`config.mk`:
```
export PLATFORM = sky130hd
export DESIGN_NAME = prm_obstacle_sweeper_flat
export DESIGN_NICKNAME = d
export VERILOG_FILES = /design/src/rtl/prm_pkg.sv /design/src/rtl/prm_obstacle_sweeper_if.sv /design/src/rtl/prm_mask_accum.sv /design/src/rtl/prm_obstacle_sweeper.sv /design/src/flat_wrapper.sv
export SDC_FILE = /design/constraint.sdc
export NUM_CORES = 1
export LEC_CHECK = 0
export ABC_AREA = 1
export CAP_MARGIN = 0
export CORE_AREA = 10 10 401 403
export CTS_BUF_LIST = sky130_fd_sc_hd__clkbuf_16
export DETAILED_ROUTE_END_ITERATION = 8
export DIE_AREA = 0 0 411 413
export PLACE_DENSITY = 0.35
export SYNTH_ARGS = -nofsm -noshare
export SYNTH_HDL_FRONTEND = slang
export SYNTH_HIERARCHICAL = 1
export SYNTH_SLANG_ARGS = --single-unit
```
`constraint.sdc`:
```
create_clock -name clk -period 5 [get_ports clk]
set_input_delay 0.75 -clock clk [delete_from_list [all_inputs] [get_ports clk]]
set_output_delay 0.75 -clock clk [all_outputs]
set_load 0.01 [all_outputs]
```
`src/rtl/prm_pkg.sv`:
```
// Shared constants and FSM state type for the PRM obstacle sweeper.
package prm_pkg;

  localparam int CODE_W_DEF    = 15;
  localparam int NUM_EDGES_DEF = 500;
  localparam int COUNT_W       = 16;

  typedef enum logic [1:0] {
    S_IDLE  = 2'd0,
    S_SWEEP = 2'd1,
    S_DRAIN = 2'd2,
    S_DONE  = 2'd3
  } sweep_state_t;

endpackage

```
`src/rtl/prm_obstacle_sweeper_if.sv`:
```
// Obstacle stream, checker fan-out/fan-in and result handshake of the sweeper.
interface prm_obstacle_sweeper_if
  import prm_pkg::*;
#(
  parameter int CODE_W    = CODE_W_DEF,
  parameter int NUM_EDGES = NUM_EDGES_DEF
) ();

  logic                 obs_valid;
  logic [CODE_W-1:0]    obs_code;
  logic                 obs_last;
  logic                 obs_ready;
  logic [CODE_W-1:0]    chk_code;
  logic [NUM_EDGES-1:0] chk_mask;
  logic                 res_valid;
  logic [NUM_EDGES-1:0] res_blocked;
  logic [COUNT_W-1:0]   res_count;
  logic                 res_ready;

  // Producer, checker array and result consumer as seen from outside.
  modport master (
    output obs_valid, obs_code, obs_last, chk_mask, res_ready,
    input  obs_ready, chk_code, res_valid, res_blocked, res_count
  );

  modport slave (
    input  obs_valid, obs_code, obs_last, chk_mask, res_ready,
    output obs_ready, chk_code, res_valid, res_blocked, res_count
  );

endinterface

```
`src/rtl/prm_mask_accum.sv`:
```
// OR-accumulates checker masks over a frame and counts sampled obstacles.
module prm_mask_accum
  import prm_pkg::*;
#(
  parameter int NUM_EDGES = NUM_EDGES_DEF
) (
  input  logic                 clk,
  input  logic                 rst_n,
  input  logic                 clear,
  input  logic                 enable,
  input  logic [NUM_EDGES-1:0] mask,
  output logic [NUM_EDGES-1:0] acc,
  output logic [COUNT_W-1:0]   count
);

  // NOTE: acc is a wide flop vector, not a memory, so it takes the async reset
  // like any other state; otherwise a mid-frame reset would leak old hits.
  always_ff @(posedge clk or negedge rst_n) begin
    if (!rst_n) begin
      acc   <= '0;
      count <= '0;
    end else if (clear) begin
      acc   <= '0;
      count <= '0;
    end else if (enable) begin
      acc <= acc | mask;
      if (count != '1) count <= count + 1'b1;
    end
  end

endmodule

```
`src/rtl/prm_obstacle_sweeper.sv`:
```
// Streams obstacle codes to the external edge checkers and ORs their masks per frame.
module prm_obstacle_sweeper
  import prm_pkg::*;
#(
  parameter int NUM_EDGES = NUM_EDGES_DEF,
  parameter int CODE_W    = CODE_W_DEF
) (
  input  logic                   clk,
  input  logic                   rst_n,
  prm_obstacle_sweeper_if.slave  bus
);

  sweep_state_t state;
  logic         sample;
  logic         xfer;
  logic         clear;

  assign bus.obs_ready = (state == S_IDLE) || (state == S_SWEEP);
  assign xfer          = bus.obs_valid && bus.obs_ready;
  assign clear         = xfer && (state == S_IDLE);

  // NOTE: all state uses non-blocking assignments so every flop sees the
  // pre-edge values of the others; blocking here would race within the edge.
  always_ff @(posedge clk or negedge rst_n) begin
    if (!rst_n) begin
      state         <= S_IDLE;
      bus.chk_code  <= '0;
      sample        <= 1'b0;
      bus.res_valid <= 1'b0;
    end else begin
      // The checker mask for a code is valid one cycle after it is registered.
      sample <= xfer;
      if (xfer) bus.chk_code <= bus.obs_code;
      case (state)
        S_IDLE:  if (xfer) state <= bus.obs_last ? S_DRAIN : S_SWEEP;
        S_SWEEP: if (xfer && bus.obs_last) state <= S_DRAIN;
        S_DRAIN: begin
          state         <= S_DONE;
          bus.res_valid <= 1'b1;
        end
        S_DONE: if (bus.res_ready) begin
          state         <= S_IDLE;
          bus.res_valid <= 1'b0;
        end
        default: state <= S_IDLE;
      endcase
    end
  end

  prm_mask_accum #(.NUM_EDGES(NUM_EDGES)) u_accum (
    .clk    (clk),
    .rst_n  (rst_n),
    .clear  (clear),
    .enable (sample),
    .mask   (bus.chk_mask),
    .acc    (bus.res_blocked),
    .count  (bus.res_count)
  );

endmodule

```
`src/flat_wrapper.sv`:
```
// flat-port wrapper written by rule: the top's interface ports become plain ports
module prm_obstacle_sweeper_flat import prm_pkg::*;
#(
  parameter int NUM_EDGES = NUM_EDGES_DEF,
  parameter int CODE_W    = CODE_W_DEF
)
  (clk, rst_n, bus_obs_valid, bus_obs_code, bus_obs_last, bus_chk_mask, bus_res_ready, bus_obs_ready, bus_chk_code, bus_res_valid, bus_res_blocked, bus_res_count);
  prm_obstacle_sweeper_if #(.CODE_W(CODE_W), .NUM_EDGES(NUM_EDGES)) bus_i ();
  input  logic clk;
  input  logic rst_n;
  input wire logic [$bits(bus_i.obs_valid)-1:0] bus_obs_valid;
  input wire logic [$bits(bus_i.obs_code)-1:0] bus_obs_code;
  input wire logic [$bits(bus_i.obs_last)-1:0] bus_obs_last;
  input wire logic [$bits(bus_i.chk_mask)-1:0] bus_chk_mask;
  input wire logic [$bits(bus_i.res_ready)-1:0] bus_res_ready;
  output wire logic [$bits(bus_i.obs_ready)-1:0] bus_obs_ready;
  output wire logic [$bits(bus_i.chk_code)-1:0] bus_chk_code;
  output wire logic [$bits(bus_i.res_valid)-1:0] bus_res_valid;
  output wire logic [$bits(bus_i.res_blocked)-1:0] bus_res_blocked;
  output wire logic [$bits(bus_i.res_count)-1:0] bus_res_count;
  assign bus_i.obs_valid = bus_obs_valid;
  assign bus_i.obs_code = bus_obs_code;
  assign bus_i.obs_last = bus_obs_last;
  assign bus_i.chk_mask = bus_chk_mask;
  assign bus_i.res_ready = bus_res_ready;
  assign bus_obs_ready = bus_i.obs_ready;
  assign bus_chk_code = bus_i.chk_code;
  assign bus_res_valid = bus_i.res_valid;
  assign bus_res_blocked = bus_i.res_blocked;
  assign bus_res_count = bus_i.res_count;
  prm_obstacle_sweeper #(.NUM_EDGES(NUM_EDGES), .CODE_W(CODE_W)) u_core (.clk(clk), .rst_n(rst_n), .bus(bus_i));
endmodule
```
==> flow_metrics.tcl <==
set metrics [dict create \
    grt_pass1_wl_mm 155.1 \
    p_clk_frac 0.211 \
    io_buffers 1052 \
    ctsHoldBuffers 0 \
    cts_tree "yes" \
    first_pass_iters 4 \
    cts_sinks 535 \
    fin_worst_skew_ps 54.44 \
    cp_num_buf_inv 3 \
    layout.cells.non_filler 5002 \
    synth-simple-area-share 0.1336 \
    critPathTopFamily "buffers and inverters" \
    wl_per_cell_microns 22.77 \
    syn-num-nets 2382 \
    ys_ff_latch 535 \
    area_growth_pct 78.80 \
    fin_tns_setup_ps 0 \
    synth.largest_area_cell "dfrtp_1" \
    cp_max_fo 5 \
    busiest_layer "met2" \
    gr-total-overflow 0 \
    cts_buffer_depth 3 \
    tightest_slew_ps 1123 \
    synth_common_cells "535 x dfrtp_1, 520 x nor2_1, 500 x a21oi_1, 108 x nand2_1, 52 x clkbuf_1" \
    start_util 0.1260 \
    rsz0062_at_grt "no" \
    yosysSeqAreaShare 0.6944 \
    cts_setup_buffers 0 \
    worst-path-stages 5 \
    die_x_microns 411 \
    via_per_inst 3.513 \
    drive_above_1_share 0.04715 \
    syn_area_sq_mm 0.01928 \
    rows 144 \
    die-area_sq_mm 0.1697 \
    drc 0 \
    synth_mux_area_frac 0 \
    synth.area.top_cells "dfrtp_1 69%, a21oi_1 13%, nor2_1 10%, nand2_1 2.1%, buf_2 1.3%" \
    async_reset_ff_frac 1.000 \
    synth_xor_area_frac 0.003180 \
    yosysWarnings 6 \
    postRouteAntennaNets 0 \
    drv_slew 0 \
    path_cells "inv_1 -> ha_1 -> inv_2 -> nand2_4 -> clkdlybuf4s50_1" \
    grt.total_usage 0.1273 \
    seqPwrFrac 0.337 \
    first_global_vias 18730 \
    cts_resized 0 \
    timing.final.crit_share 0.5846 \
    power_density_mw_per_mm2 687.7 \
    vias 17570 \
    place_congestion 0.7972 \
    synth_most_common_cell "dfrtp_1" \
    critPathSlowestCell "clkdlybuf4s50_1" \
    die_y_microns 413 \
    synth.top_cell.area_share 0.6944 \
    cts_made_buffers 74 \
    hpwl_mm 87.67 \
    synth_top_family_by_area "compound AO/OA/AOI/OAI gates" \
    synth_compound_area_frac 0.1337 \
    use_met3 0.05276 \
    drtIter0Drc 1015 \
    fin_nets 3425 \
    leakage_nw 14.16 \
    avgSynthCellArea_sq_um 10.38 \
    rr_startpoint "u_core/state[0]$_DFFE_PN0P_" \
    switchingPower_mw 9.113 \
    synth_edf_count 0 \
    peakVddDrop_uv 257.4 \
    clock_latency_ps 670 \
    h-tree-depth 3 \
    antenna_found_initial 46 \
    crit_type "reg2out" \
    coreArea_sq_mm 0.1530 \
    r2r_cells 9 \
    slew_headroom 0.2516 \
    end_kind "output port" \
    io_pins 1053 \
    grtUsageMet2 0.2232 \
    layout_min_cycle_time_ps 2923 \
    power_frac_comb 0.453 \
    grt_max_degree 136 \
    cp-startpoint "u_core/state[0]$_DFFE_PN0P_" \
    netlist_instances 1857 \
    worstPathRequired_ps 4250 \
    swShare 0.3844 \
    routed_wl_mm 113.9 \
    finalHoldViolations 0 \
    clock.fmax_mhz 342.1 \
    maxCapViolations 0 \
    p_int_mw 14.59 \
    arrival_ps 2170 \
    clk_pin_slew_ps 60 \
    synth_cell_types 28 \
    root_buffer "clkbuf_16" \
    final-setup-viol-count 0 \
    outcome "finished clean" \
    min_path_type "in2async" \
    synth_ff_type "dfrtp_1" \
    placed_cells 4868 \
    synthAdderAreaFrac 0.003245 \
    cp-start-kind "flop" \
    slowest_delay_ps 590 \
    met1_usage 0.1382 \
]
## placed cells by master, fill, tap and decap left out
master           Yosys  layout
nand2_2              6       6
clkinv_16            0       2
inv_6                1       2
inv_1               17      39
diode_2              0      10
nor2_4               1       2
dfrtp_1            535     534
nand2_1            108     108
nor2_1             520     519
nand3_2              1       1
nand3b_1             1       1
o21ai_0              9       9
o21ai_1              3       3
nand3_1             11      11
clkinv_2             0       4
nand4_1              4       4
buf_8                0       1
nand2_8              1       1
a21oi_1            500     500
nor2_2               3       3
clkbuf_16            0      76
clkinv_8             0       1
nand2_4              2       2
buf_12               2      11
ha_1                 5       5
buf_4                1      19
bufinv_16            0       2
clkinv_4             0       1
clkdlybuf4s50_1      0    1051
clkinv_1             0      14
inv_16               0       1
dfrtp_4              0       1
o21bai_1             2       2
xnor2_1              1       1
xor2_1               6       6
inv_2                3       3
nor3_1               2       2
## kinds of logic after synthesis
| group | Yosys count |
|---|---|
| xor gates and xnor gates | 7 |
| AOI/OAI and AO/OA | 514 |
| DFF | 535 |
| adders and majority gates | 5 |
| and+or+nand+nor | 660 |
| buffers and inverters | 136 |
## per-layer routing
metal	vias to the layer above	wire length (microns)
met5	-	431
met2	623	57810
met3	186	10450
li1	8205	-
met1	8489	42360
met4	68	2871
## sequential cells by signal (all words and copies together) (netlist names)
name and count:
u_core/u_accum/count 16, u_core/bus.chk_code 15, u_core/bus.res_valid 1, u_core/u_accum/acc 500, u_core/sample 1, u_core/state 2
## path summary, 6_finish.rpt
kind,slack (ps),endpoint
worst max-delay path,2080,bus_obs_ready
worst min-delay path,140,u_core/u_accum/acc[273]$_DFFE_PN0P_
worst min register to register,480,u_core/bus.chk_code[10]$_DFFE_PN0P_
max in group asynchronous,3610,u_core/u_accum/acc[87]$_DFFE_PN0P_
worst max register to register,2440,u_core/u_accum/acc[157]$_DFFE_PN0P_
min in group clk,480,u_core/bus.chk_code[10]$_DFFE_PN0P_
## metrics by stage
stage               utilization  area [sq um]  hold WS (ps)  setup slack, ps  total power [mW]
floorplan                     -         19280         454.4             2990             11.74
global placement         0.2106         32210         466.3             2024             19.13
detailed placement       0.2106         32210         467.8             1993             19.13
CTS                      0.2252         34450         125.6             1935             24.40
global route             0.2253         34460         154.7             1949             25.35
finish                   0.2253         34470         137.5             2077             23.71
## final cells by class
| class | count | area [sq um] |
|---|---|---|
| antenna | 10 | 25.02 |
| clock buffer | 76 | 1902 |
| clock inverter | 48 | 329.1 |
| fill | 16640 | 118500 |
| inverter | 21 | 83.83 |
| multi-input combinational | 1186 | 5284 |
| sequential | 535 | 13390 |
| tap | 2044 | 2557 |
| timing repair buffer | 1082 | 10900 |
## power by group through the flow
stage / sequential, mW / combinational (mW) / clock [mW]
2_1_floorplan: 8.76 / 2.99 / 0
3_5_place_dp: 8.03 / 11.1 / 0
5_1_grt: 8.29 / 11.7 / 5.38
4_1_cts: 8.01 / 11.1 / 5.26
3_3_place_gp: 8.05 / 11.1 / 0
6_report: 7.98 / 10.7 / 4.99
Power figures use the tool's default switching activity.
